**config.mk**
```make
export PLATFORM = sky130hd
export DESIGN_NAME = a_row_loader
export DESIGN_NICKNAME = d
export VERILOG_FILES = /design/src/rtl/a_row_loader.sv
export SDC_FILE = /design/constraint.sdc
export NUM_CORES = 1
export LEC_CHECK = 0
export CAP_MARGIN = 25
export CORE_MARGIN = 2
export CORE_UTILIZATION = 53
export CTS_CLUSTER_DIAMETER = 200
export CTS_CLUSTER_SIZE = 30
export DETAILED_ROUTE_END_ITERATION = 10
export GPL_ROUTABILITY_DRIVEN = 0
export PLACE_DENSITY = 0.8
export RECOVER_POWER = 25
export SLEW_MARGIN = 20
export SYNTH_ARGS = -nofsm -noshare
export SYNTH_HDL_FRONTEND = slang
export SYNTH_SLANG_ARGS = --single-unit
export TNS_END_PERCENT = 20
```
**constraint.sdc**
```tcl
create_clock -name clk -period 2.55 [get_ports clk]
set_input_delay 0.51 -clock clk [delete_from_list [all_inputs] [get_ports clk]]
set_output_delay 0.51 -clock clk [all_outputs]
set_load 0.005 [all_outputs]
```
**src/rtl/a_row_loader.sv**
```systemverilog
// a_row_loader: gathers a DIM x DIM signed matrix streamed row-major, writes
// each completed row to the downstream A memory with a one-cycle WrEn strobe,
// then drives the memory shift enable for 3*DIM-2 cycles and pulses done.
module a_row_loader #(
  parameter int BITS_AB = 8,
  parameter int DIM     = 8
) (
  input  logic                      clk,
  input  logic                      rst_n,
  input  logic                      start,
  input  logic                      clr,
  input  logic                      in_valid,
  input  logic signed [BITS_AB-1:0] in_data,
  output logic                      in_ready,
  output logic signed [BITS_AB-1:0] Ain [0:DIM-1],
  output logic [$clog2(DIM)-1:0]    Arow,
  output logic                      WrEn,
  output logic                      en,
  output logic                      busy,
  output logic                      done
);

  localparam int IW        = $clog2(DIM);
  localparam int DRAIN_LEN = 3 * DIM - 2;
  localparam int DW        = $clog2(DRAIN_LEN);

  typedef enum logic [1:0] {
    IDLE  = 2'd0,
    LOAD  = 2'd1,
    DRAIN = 2'd2
  } state_t;

  state_t                    state;
  state_t                    state_nxt;
  logic [IW-1:0]             col;
  logic [IW-1:0]             row;
  logic [DW-1:0]             dcnt;
  // Set by the last element of the last row: holds off further input during
  // the final row-write cycle before the drain starts.
  logic                      full;
  logic signed [BITS_AB-1:0] row_buf [0:DIM-1];

  logic accept;
  logic row_end;
  logic last_row;
  logic drain_end;

  assign accept    = in_valid && in_ready;
  assign row_end   = accept && (col == IW'(DIM - 1));
  assign last_row  = (row == IW'(DIM - 1));
  assign drain_end = (state == DRAIN) && (dcnt == DW'(DRAIN_LEN - 1));

  // State register
  always_ff @(posedge clk or negedge rst_n) begin
    if (!rst_n) begin
      state <= IDLE;
    end else begin
      state <= state_nxt;
    end
  end

  // Next-state and state-decoded outputs; clr overrides everything, start is
  // only looked at in IDLE
  always_comb begin
    state_nxt = state;
    in_ready  = 1'b0;
    en        = 1'b0;
    busy      = 1'b1;
    case (state)
      IDLE: begin
        busy = 1'b0;
        if (start) state_nxt = LOAD;
      end
      LOAD: begin
        in_ready = !full;
        if (full) state_nxt = DRAIN;
      end
      DRAIN: begin
        en = 1'b1;
        if (drain_end) state_nxt = IDLE;
      end
      default: state_nxt = IDLE;
    endcase
    if (clr) state_nxt = IDLE;
  end

  // Column/row/drain counters plus the row-write and done strobes
  always_ff @(posedge clk or negedge rst_n) begin
    if (!rst_n) begin
      col  <= '0;
      row  <= '0;
      dcnt <= '0;
      full <= 1'b0;
      WrEn <= 1'b0;
      done <= 1'b0;
    end else begin
      WrEn <= 1'b0;
      done <= 1'b0;
      if (clr) begin
        col  <= '0;
        row  <= '0;
        dcnt <= '0;
        full <= 1'b0;
      end else begin
        if (accept) begin
          // DIM is a power of two, so both counters wrap naturally
          col <= col + 1'b1;
          if (row_end) begin
            WrEn <= 1'b1;
            row  <= row + 1'b1;
            if (last_row) full <= 1'b1;
          end
        end
        if (state == DRAIN) begin
          full <= 1'b0;
          dcnt <= drain_end ? '0 : dcnt + 1'b1;
        end
        done <= drain_end;
      end
    end
  end

  // Row assembly buffer; every column is rewritten before a row is emitted
  always_ff @(posedge clk) begin
    if (accept) row_buf[col] <= in_data;
  end

  // Published row and its index, held until the next row write
  always_ff @(posedge clk or negedge rst_n) begin
    if (!rst_n) begin
      Arow <= '0;
      for (int c = 0; c < DIM; c++) Ain[c] <= '0;
    end else if (row_end && !clr) begin
      Arow <= row;
      for (int c = 0; c < DIM; c++) begin
        Ain[c] <= (c == DIM - 1) ? in_data : row_buf[c];
      end
    end
  end

endmodule

```
==> results by group, run 1 <==
Outcome
  – Status: complete, no violations

STA
  – Clock Skew: around 0.011 ns
  – TNS Setup: 0 ns
  – Max_slew headroom: 28.2%
  – Max-slew violation count: 0
  – Tcrit/Tclk final: 94.3%
  – Hold Fails Final Rpt: 0
  – Final hold slack: ~0.47 ns
  – Setup violations, final: 0
  – Fmax: roughly 420 MHz
  – Tmin final: between 2 and 2.5 ns
  – Unrepaired setup endpoints after global routing: no
  – Worst-Margin Slew: 1.08 ns

Floorplanning
  – Core area: 9280 um2
  – Die Span Y: slightly above 100 um
  – DIE WIDTH: between 100 and 150 um
  – Die area: between 10000 and 15000 um2
  – Row count: 35
  – Starting Density: a little under three fifths
  – I/O Pins: between 80 and 90

Setup path
  – CP max stage cell: clkdlybuf4s50_1
  – Worst Setup End Kind: output port
  – Type of origin of the critical path: register
  – Req. time, crit path: just over 2 ns
  – Critical path arrival: ~1.9 ns
  – CP Max Fanout: 9
  – Worst path cell trace: nand2b_2 > inv_2 > clkdlybuf4s50_1
  – Crit Path Class: reg -> out
  – WP buf/inv: 2
  – Largest delay share family, worst path: buffers and inverters
  – Worst path max stage delay: a little over 0.5 ns

Clocking
  – Clock sinks: 139
  – CTS Buffer Depth: 2
  – Post-CTS setup buffer count: 0
  – CTS Buf Count: 17
  – Reg clk slew, reported paths: roughly 0.070 ns
  – CTS tree: yes
  – CTS root buf: clkbuf_8
  – Worst skew pair latency: roughly 0.51 ns
  – Htree depth: 4

Placed design
  – Port Buffers: 84
  – DP HPWL: approximately 6500 um
  – Placed insts: 508

Synthesis
  – Mapped Avg Cell Area: 17.7 um2
  – Register area share after synthesis: between 70% and 80%
  – Syn_nets: 309
  – YS warnings: 0
  – Ys flop type: dfrtp_1
  – Synthesized cell area: 5120 um2
  – Post-synth cell types: 30
  – Asr flop ratio synth: 59.7%
  – Seq cells post-synth: roughly 140
  – Gate Count Post-Synth: 290
  – Post-synth EDFFs: between 50 and 60

Power and ir drop
  – Leak Pwr: between 3 and 4 nW
  – Cell Pwr Density: around 750 nW/um2
  – Max IR drop VDD: ~0.00038 V
  – Pwr Total: slightly above 0.005 W

Finish
  – Nets: 418
  – Post-route insts no fill: around 540
  – Diode count: 0
  – Share of cells above drive strength 1: between 20% and 30%
  – Area growth, synth to finish: 34.1%

Routing
  – # DRC: 0
  – Drt initial violations: ~110
  – Vias per cell: roughly 5.3
  – DR vias: 2846
  – Post-Route WL: a little over 10000 um
  – Avg WL per Cell: between 15 and 20 um
  – Antenna Nets Post-Route: 0
  – TritonRoute pass-1 iters: 4

Global route
  – Vias in the first global route: between 2000 and 3000
  – Initial antenna violation count: 0
  – Total track usage: 21.4%
  – First-pass GRT wire length: about 16000 um
  – Largest net degree at the start of global routing: 42
  – Grt total ovfl: 0

Flow run
  – Max-cap viol count: 0

Worst hold path
  – Hold crit path type: reg -> reg
## through the flow
step | util (%) | setup WS [ns] | cell area (um2)
2_1_floorplan | - | 0.516 | 5120
3_3_place_gp | 66.8 | 0.286 | 6200
3_5_place_dp | 66.8 | 0.254 | 6200
4_1_cts | 74.0 | 0.00418 | 6870
5_1_grt | 73.9 | 0.0293 | 6860
6_report | 73.9 | 0.144 | 6860
## layout by cell type (no fill, tap or decap), drive strengths merged, types with 4 or more instances in the layout
master	n
edfxtp	56
o21ai	5
clkinv	4
nand2	7
clkdlybuf4s50	75
nor3	5
nor2	9
nand2b	8
nand3	4
dlygate4sd3	9
inv	6
bufinv	5
ha	6
dfrtp	83
clkbuf	21
a21oi	5
mux2	67
buf	15
## path summary, 6_finish.rpt
kind	startpoint	to	slack, ns	cells after the start
setup reg to reg	state[1]$_DFFE_PN0P_	row_buf[5][3]$_DFFE_PP_	0.64	4
max in group asynchronous	rst_n	Ain[49]$_DFFE_PN0P_	0.91	3
setup / recovery	state[0]$_DFFE_PN0P_	en	0.14	3
hold reg to reg	row_buf[2][7]$_DFFE_PP_	Ain[47]$_DFFE_PN0P_	0.47	1
min in group asynchronous	rst_n	Ain[30]$_DFFE_PN0P_	0.73	2
hold / removal	row_buf[2][7]$_DFFE_PP_	Ain[47]$_DFFE_PN0P_	0.47	1
## metal layers
layer | GRT usage, % | vias to the layer above | wire length [um]
met3 | 7.39 | 9 | 539
li1 | - | 1273 | -
met1 | 27.8 | 1470 | 4540
met5 | 0 | - | 0
met2 | 34.5 | 94 | 5140
met4 | 6.46 | 0 | 114
## repair_timing
action                                  in CTS  in global routing
endpoints found under the setup margin       0                  1
hold endpoints to repair                    39                  0
hold buffers                                 1                  0
gates resized for setup                      0                  2
## cell type report
class / instances / area [um2]
repair buffers: 101 / 987
clock buffers: 19 / 442
fillers: 580 / 2420
flip-flops and latches: 139 / 3760
clock inverters: 13 / 214
multi-input cells: 136 / 1290
well taps: 129 / 161
inverters: 4 / 15.0
## sequential cells by signal, indices dropped and copies added, names as in the netlist
register  cells
Ain          64
Arow          3
WrEn          1
col           3
dcnt          5
done          1
full          1
row           3
row_buf      56
state         2
## power by group
part	switching (W)	internal, W	total [W]
registers	0.0000101	0.00234	0.00235
clock network	0.000936	0.00175	0.00268
logic	0.0000657	0.0000348	0.000100
total	0.00101	0.00413	0.00514
## Yosys cell counts (2+ instances only)
master / instances / area, um2
a21oi_1: 5 / 25.0
a31oi_1: 2 / 12.5
buf_2: 5 / 25.0
buf_6: 3 / 33.8
clkbuf_1: 3 / 11.3
dfrtp_1: 83 / 2080
edfxtp_1: 56 / 1680
ha_1: 6 / 75.1
inv_1: 4 / 15.0
mux2_2: 48 / 541
mux2_4: 19 / 285
mux2i_1: 3 / 30.0
nand2_1: 7 / 26.3
nand2b_1: 8 / 50.1
nand3_1: 4 / 20.0
nand3b_1: 2 / 15.0
nand4b_1: 3 / 26.3
nor2_1: 9 / 33.8
nor3_1: 5 / 25.0
o21ai_0: 5 / 25.0
## kinds of logic (layout without fill, tap and decap cells)
group / Yosys count / in the layout / share of synthesized area [%]
flip-flops: 139 / 139 / 73.4
buffers and inverters: 15 / 137 / 1.66
adder cells (fa/ha/maj): 6 / 6 / 1.47
multiplexers: 70 / 70 / 16.7
AO/OA/AOI/OAI: 13 / 13 / 1.39
AND/OR/NAND/NOR: 47 / 47 / 5.33
(Power assumes the default switching activity.)
==> run 2, diff against run 1 <==
- CORE_ASPECT_RATIO: not set -> 0.7
==> run 2 against run 1 <==
Clock skew fell by 0.0021 ns. Die area rose by 0.12%. Hold slack got worse by 0.048 ns. Utilization decreased by 0.61 points. Clock power down 7%. Critical endpoint unchanged. Highest routed layer unchanged.
==> results by group, run 2 (synthesis results as in run 1) <==
Setup path
  – Critical Path Start: state[0]$_DFFE_PN0P_
  – Worst path cell trace: nand2b_1 > inv_1 > clkdlybuf4s50_1
  – Req. time, crit path: 2.04 ns (about the same)
  – WP buf/inv: 2 (unchanged)
  – Type of origin of the critical path: register
  – Crit Path Class: reg -> out
  – CP Max Fanout: 9 (unchanged)
  – Worst path max stage delay: 0.53 ns (+0.02 ns)
  – Largest delay share family, worst path: buffers and inverters
  – Critical path arrival: 1.89 ns (about the same)
  – FF-to-FF Start: col[1]$_DFFE_PN0P_
  – CP max stage cell: clkdlybuf4s50_1
  – Worst Setup End Kind: output port

Finish
  – Leading cell type in the layout, fill and taps excluded: dfrtp_1
  – Share of cells above drive strength 1: 26.8% (-2.0 points)
  – Regs by FF count: Ain x64, row_buf x56, dcnt x5
  – Fillers: 591 (+1.9%)
  – Area growth, synth to finish: 32.0%
  – Commonest non-fill, non-tap cells in the layout: dfrtp_1 (83), clkdlybuf4s50_1 (82), edfxtp_1 (56)
  – Post-layout util: 73.3% (-0.61 points)
  – Nets: 412 (-1.4%)
  – Diode count: 0 (unchanged)
  – Largest register FFs: 64 (unchanged)
  – Biggest register: Ain
  – Post-Layout Inst Area: 6760 um2 (-1.5%)

Routing
  – Drt initial violations: 184 (+61%)
  – Post-Route WL: 10300 um (about the same)
  – # DRC: 0 (unchanged)
  – TritonRoute pass-1 iters: 4 (unchanged)
  – Avg WL per Cell: 19.5 um (+2.1%)
  – Vias per cell: 5.29 (+0.64%)
  – DR vias: 2806 (-1.4%)
  – Antenna Nets Post-Route: 0 (unchanged)

Clocking
  – CTS Buffer Depth: 2 (unchanged)
  – CTS root buf: clkbuf_16
  – CTS Buf Count: 17 (unchanged)
  – Post-CTS setup buffer count: 0 (unchanged)
  – Post-cts sizing count: 0 (unchanged)
  – Hold_buf cts: 0 (-1)
  – Htree depth: 4 (unchanged)
  – CTS tree: yes
  – Reg clk slew, reported paths: 0.06 ns (about the same)
  – Worst skew pair latency: 0.41 ns (-0.10 ns)
  – Clock sinks: 139 (unchanged)

Placed design
  – DP HPWL: 6420 um (-1.9%)
  – Post-DP Area: 6160 um2 (-0.71%)
  – Port Buffers: 84 (unchanged)

STA
  – Tmin final: 2.40 ns (-0.00586 ns)
  – Clock Skew: 0.00933 ns (-0.00214 ns)
  – Worst-Margin Slew: 1.43 ns (+0.355 ns)
  – Setup violations, final: 0 (unchanged)
  – Max_slew headroom: 4.55% (-24 points)
  – Tcrit/Tclk final: 94.1% (-0.23 points)
  – Hold Fails Final Rpt: 0 (unchanged)
  – TNS Setup: 0 ns (unchanged)
  – Max-slew violation count: 0 (unchanged)
  – Unrepaired setup endpoints after global routing: no
  – Fmax: 417 MHz (+0.24%)

Outcome
  – Status: complete, no violations

Global route
  – Total track usage: 21.8% (+0.40 points)
  – Largest net degree at the start of global routing: 69 (+64%)
  – First-pass GRT wire length: 16300 um (+0.64%)
  – Grt total ovfl: 0 (unchanged)
  – Vias in the first global route: 2961 (+2.1%)
  – Initial antenna violation count: 0 (unchanged)

Floorplanning
  – Die area: 10500 um2 (+0.12%)
  – Starting Density: 55.5% (+0.40 points)
  – Die Span Y: 86.2 um (-16%)
  – DIE WIDTH: 121 um (+19%)
  – I/O Pins: 85 (unchanged)
  – Row count: 29 (-17%)
  – Core area: 9220 um2 (-0.73%)

Power and ir drop
  – Pwr Total: 0.00495 W (-3.6%)
  – Max IR drop VDD: 0.000744 V (+94%)
  – Leak Pwr: 2.99 nW (-1.8%)
  – Cell Pwr Density: 733 nW/um2 (-2.1%)

Flow run
  – Max-cap viol count: 0 (unchanged)

Worst hold path
  – Hold crit path type: in -> async
run 2: changes by cell type in the layout (fill, tap and decap cells not counted), sizes merged:
| cell | delta |
|---|---|
| buf | -6 |
| inv | -2 |
| clkdlybuf4s50 | +7 |
| bufinv | -3 |
| dlygate4sd3 | -8 |
| clkbuf | +6 |
run 2: worst reg2reg max path, stage by stage, from the launching register on:
cell and delay (ns):
dfrtp_1 0.44, ha_1 0.22, ha_1 0.27, nand3b_4 0.12, buf_12 0.35, mux2_2 0.45
run 2: path summary, 6_finish.rpt:
path                                       endpoint  slack, ns  cells past startpoint
worst min-delay path            Ain[24]$_DFFE_PN0P_       0.42                      1
min in group clk                Ain[38]$_DFFE_PN0P_       0.48                      1
worst min register to register  Ain[38]$_DFFE_PN0P_       0.48                      1
max in group asynchronous       Ain[41]$_DFFE_PN0P_       0.51                      2
worst max-delay path                             en       0.15                      3
worst max register to register  Ain[40]$_DFFE_PN0P_       0.59                      5
run 2: per-stage QoR:
stage	cells	setup slack, ns	hold WS [ns]
final	530	0.150	0.422
after global placement	498	0.252	0.450
after floorplan	290	0.516	0.214
after global routing	530	0.0370	0.487
after detailed placement	498	0.208	0.447
after CTS	530	0.130	0.00539
run 2: final cells by class:
cell class / count / area [um2] / share of cell area, %
tap: 124 / 155 / 2.30
inverter: 4 / 15.0 / 0.222
timing repair buffer: 95 / 926 / 13.7
sequential: 139 / 3760 / 55.6
multi-input combinational: 136 / 1280 / 19.0
clock buffer: 24 / 513 / 7.59
clock inverter: 8 / 106 / 1.57
run 2: power breakdown:
group	leakage (nW)	switching [W]	internal [W]	total, W
Sequential	1.66	0.00000990	0.00234	0.00235
Clock	0.298	0.000894	0.00161	0.00250
Combinational	1.03	0.0000655	0.0000323	0.0000978
Total	2.99	0.000970	0.00398	0.00495
run 2: routing by layer:
metal | wire (um) | vias to the layer above | global-route usage, %
met5 | 0 | - | 0
met4 | 38 | 0 | 5.64
met3 | 682 | 6 | 9.14
met2 | 4800 | 92 | 32.8
met1 | 4820 | 1448 | 29.9
li1 | - | 1260 | -
==> run 3, diff against run 2 <==
- CORE_UTILIZATION: 53 -> 52
- PLACE_DENSITY: 0.8 -> 0.78
==> run 3 against run 2 <==
Critical path depth did not move. Power rose by 2.7%. Utilization fell by 2.4 points. Count of clock-buffer cells in the layout fell by 5. The flow now finishes with violations (capacitance limit, slew limit). Cell count rose by 1.7%.
==> results by group, run 3 (synthesis results as in run 1) <==
Outcome
  – Status: finished with violations
  – Failing checks: capacitance limit, slew limit

STA
  – Hold Fails Final Rpt: 0 (unchanged)
  – Tmin final: 2.39 ns (-0.00706 ns)
  – Tcrit/Tclk final: 93.8% (-0.28 points)
  – Worst-Margin Slew: 2.18 ns (+0.747 ns)
  – Clock Skew: 0.00794 ns (-0.00138 ns)
  – Max-slew violation count: 39 (+39)
  – TNS Setup: 0 ns (unchanged)
  – Unrepaired setup endpoints after global routing: no
  – Max_slew headroom: -45.3% (-50 points)
  – Setup violations, final: 0 (unchanged)
  – Fmax: 418 MHz (+0.29%)

Finish
  – Multi-input gate area: 1280 um2 (unchanged)
  – Post-route insts no fill: 539 (+1.7%)
  – Largest register FFs: 64 (unchanged)
  – Nets: 417 (+1.2%)
  – Register Area: 3760 um2 (unchanged)
  – Leading cell type in the layout, fill and taps excluded: dfrtp_1
  – Commonest non-fill, non-tap cells in the layout: dfrtp_1 (83), clkdlybuf4s50_1 (82), edfxtp_1 (56)
  – Share of cells above drive strength 1: 28.2% (+1.4 points)
  – Regs by FF count: Ain x64, row_buf x56, dcnt x5
  – Fillers: 605 (+2.4%)
  – Area growth, synth to finish: 33.6%
  – Biggest register: Ain
  – Diode count: 0 (unchanged)

Flow run
  – Max-cap viol count: 1 (+1)

Floorplanning
  – Die Span Y: 87.0 um (+0.92%)
  – I/O Pins: 85 (unchanged)
  – Core area: 9650 um2 (+4.7%)
  – Row count: 30 (+3.4%)
  – Starting Density: 53.1% (-2.5 points)
  – Die area: 10700 um2 (+1.9%)
  – DIE WIDTH: 123 um (+0.93%)

Global route
  – Grt met1 use: 28.7% (-1.2 points)
  – Grt total ovfl: 0 (unchanged)
  – Initial antenna violation count: 0 (unchanged)
  – First-pass GRT wire length: 15800 um (-3.2%)
  – Largest net degree at the start of global routing: 46 (-33%)
  – M3 GR Usage: 7.53% (-1.6 points)
  – Met2 Usage GRT: 30.8% (-2.0 points)
  – Grt peak-use layer: met2
  – Total track usage: 20.7% (-1.1 points)
  – Vias in the first global route: 2917 (-1.5%)

Placed design
  – Placed insts: 507 (+1.8%)
  – Port Buffers: 84 (unchanged)
  – DP HPWL: 6450 um (+0.41%)

Power and ir drop
  – Leak Pwr: 3.03 nW (+1.3%)
  – Max IR drop VDD: 0.000459 V (-38%)
  – Pwr Total: 0.00509 W (+2.7%)
  – Cell Pwr Density: 744 nW/um2 (+1.5%)

Routing
  – Post-Route WL: 10100 um (-2.1%)
  – # DRC: 0 (unchanged)
  – DR vias: 2804 (-0.071%)
  – Drt initial violations: 159 (-14%)
  – Avg WL per Cell: 18.8 um (-3.8%)
  – TritonRoute pass-1 iters: 4 (unchanged)
  – Vias per cell: 5.20 (-1.7%)
  – Antenna Nets Post-Route: 0 (unchanged)

Clocking
  – Reg clk slew, reported paths: 0.06 ns (about the same)
  – Clock sinks: 139 (unchanged)
  – CTS root buf: clkbuf_16
  – Hold_buf cts: 0 (unchanged)
  – CTS Buffer Depth: 2 (unchanged)
  – CTS tree: yes
  – CTS Buf Count: 17 (unchanged)
  – Post-cts sizing count: 0 (unchanged)
  – Worst skew pair latency: 0.41 ns (about the same)
  – Post-CTS setup buffer count: 0 (unchanged)
  – Htree depth: 4 (unchanged)

Setup path
  – Critical path arrival: 1.88 ns (about the same)
  – CP Max Fanout: 9 (unchanged)
  – Req. time, crit path: 2.04 ns (about the same)
  – Type of origin of the critical path: register
  – Worst Setup End Kind: output port
  – Crit Path Class: reg -> out

Worst hold path
  – Hold crit path type: reg -> reg
run 3: through the flow:
| stage | util [%] | setup WS (ns) | hold WS (ns) | cell area (um2) |
|---|---|---|---|---|
| 5_1_grt | 70.9 | 0.0666 | 0.485 | 6840 |
| 3_5_place_dp | 64.3 | 0.252 | 0.465 | 6200 |
| 6_report | 70.9 | 0.157 | 0.473 | 6840 |
| 3_3_place_gp | 64.3 | 0.277 | 0.458 | 6200 |
| 2_1_floorplan | - | 0.516 | 0.214 | 5120 |
| 4_1_cts | 70.9 | 0.155 | 0.0889 | 6840 |
run 3: power breakdown:
part	internal (W)	switching, W
sequential	0.00234	0.00000889
combinational	0.0000368	0.0000669
clock	0.00170	0.000929
run 3: worst max-delay path, stage by stage (launching register included):
cell             delay [ns]
dfrtp_1                0.44
nand2b_1               0.30
inv_1                  0.21
clkdlybuf4s50_1        0.53
run 3: final timing paths:
path	startpoint	endpoint	slack, ns	depth (start not counted)
worst max-delay path	state[0]$_DFFE_PN0P_	en	0.16	3
worst min register to register	row_buf[6][3]$_DFFE_PP_	Ain[11]$_DFFE_PN0P_	0.47	1
worst max register to register	full$_DFFE_PN0P_	row_buf[6][7]$_DFFE_PP_	0.68	4
min in group asynchronous	rst_n	Ain[24]$_DFFE_PN0P_	0.74	1
worst min-delay path	row_buf[6][3]$_DFFE_PP_	Ain[11]$_DFFE_PN0P_	0.47	1
max in group asynchronous	rst_n	state[0]$_DFFE_PN0P_	0.56	1
run 3: area by class of cell:
type / count / share of cell area, %
inverters: 4 / 0.220
repair buffers: 100 / 14.3
flip-flops and latches: 139 / 55.0
clock inverters: 13 / 2.74
multi-input cells: 136 / 18.8
clock buffers: 19 / 6.64
well taps: 128 / 2.34
run 3: layer usage:
layer  vias up  routed length, um  share of wire, %
met1      1440               4810                48
met4         0                 82              0.81
met2        83               4670                46
met3        10                556               5.5
li1       1271                  -                 -
met5         -                  0                 0
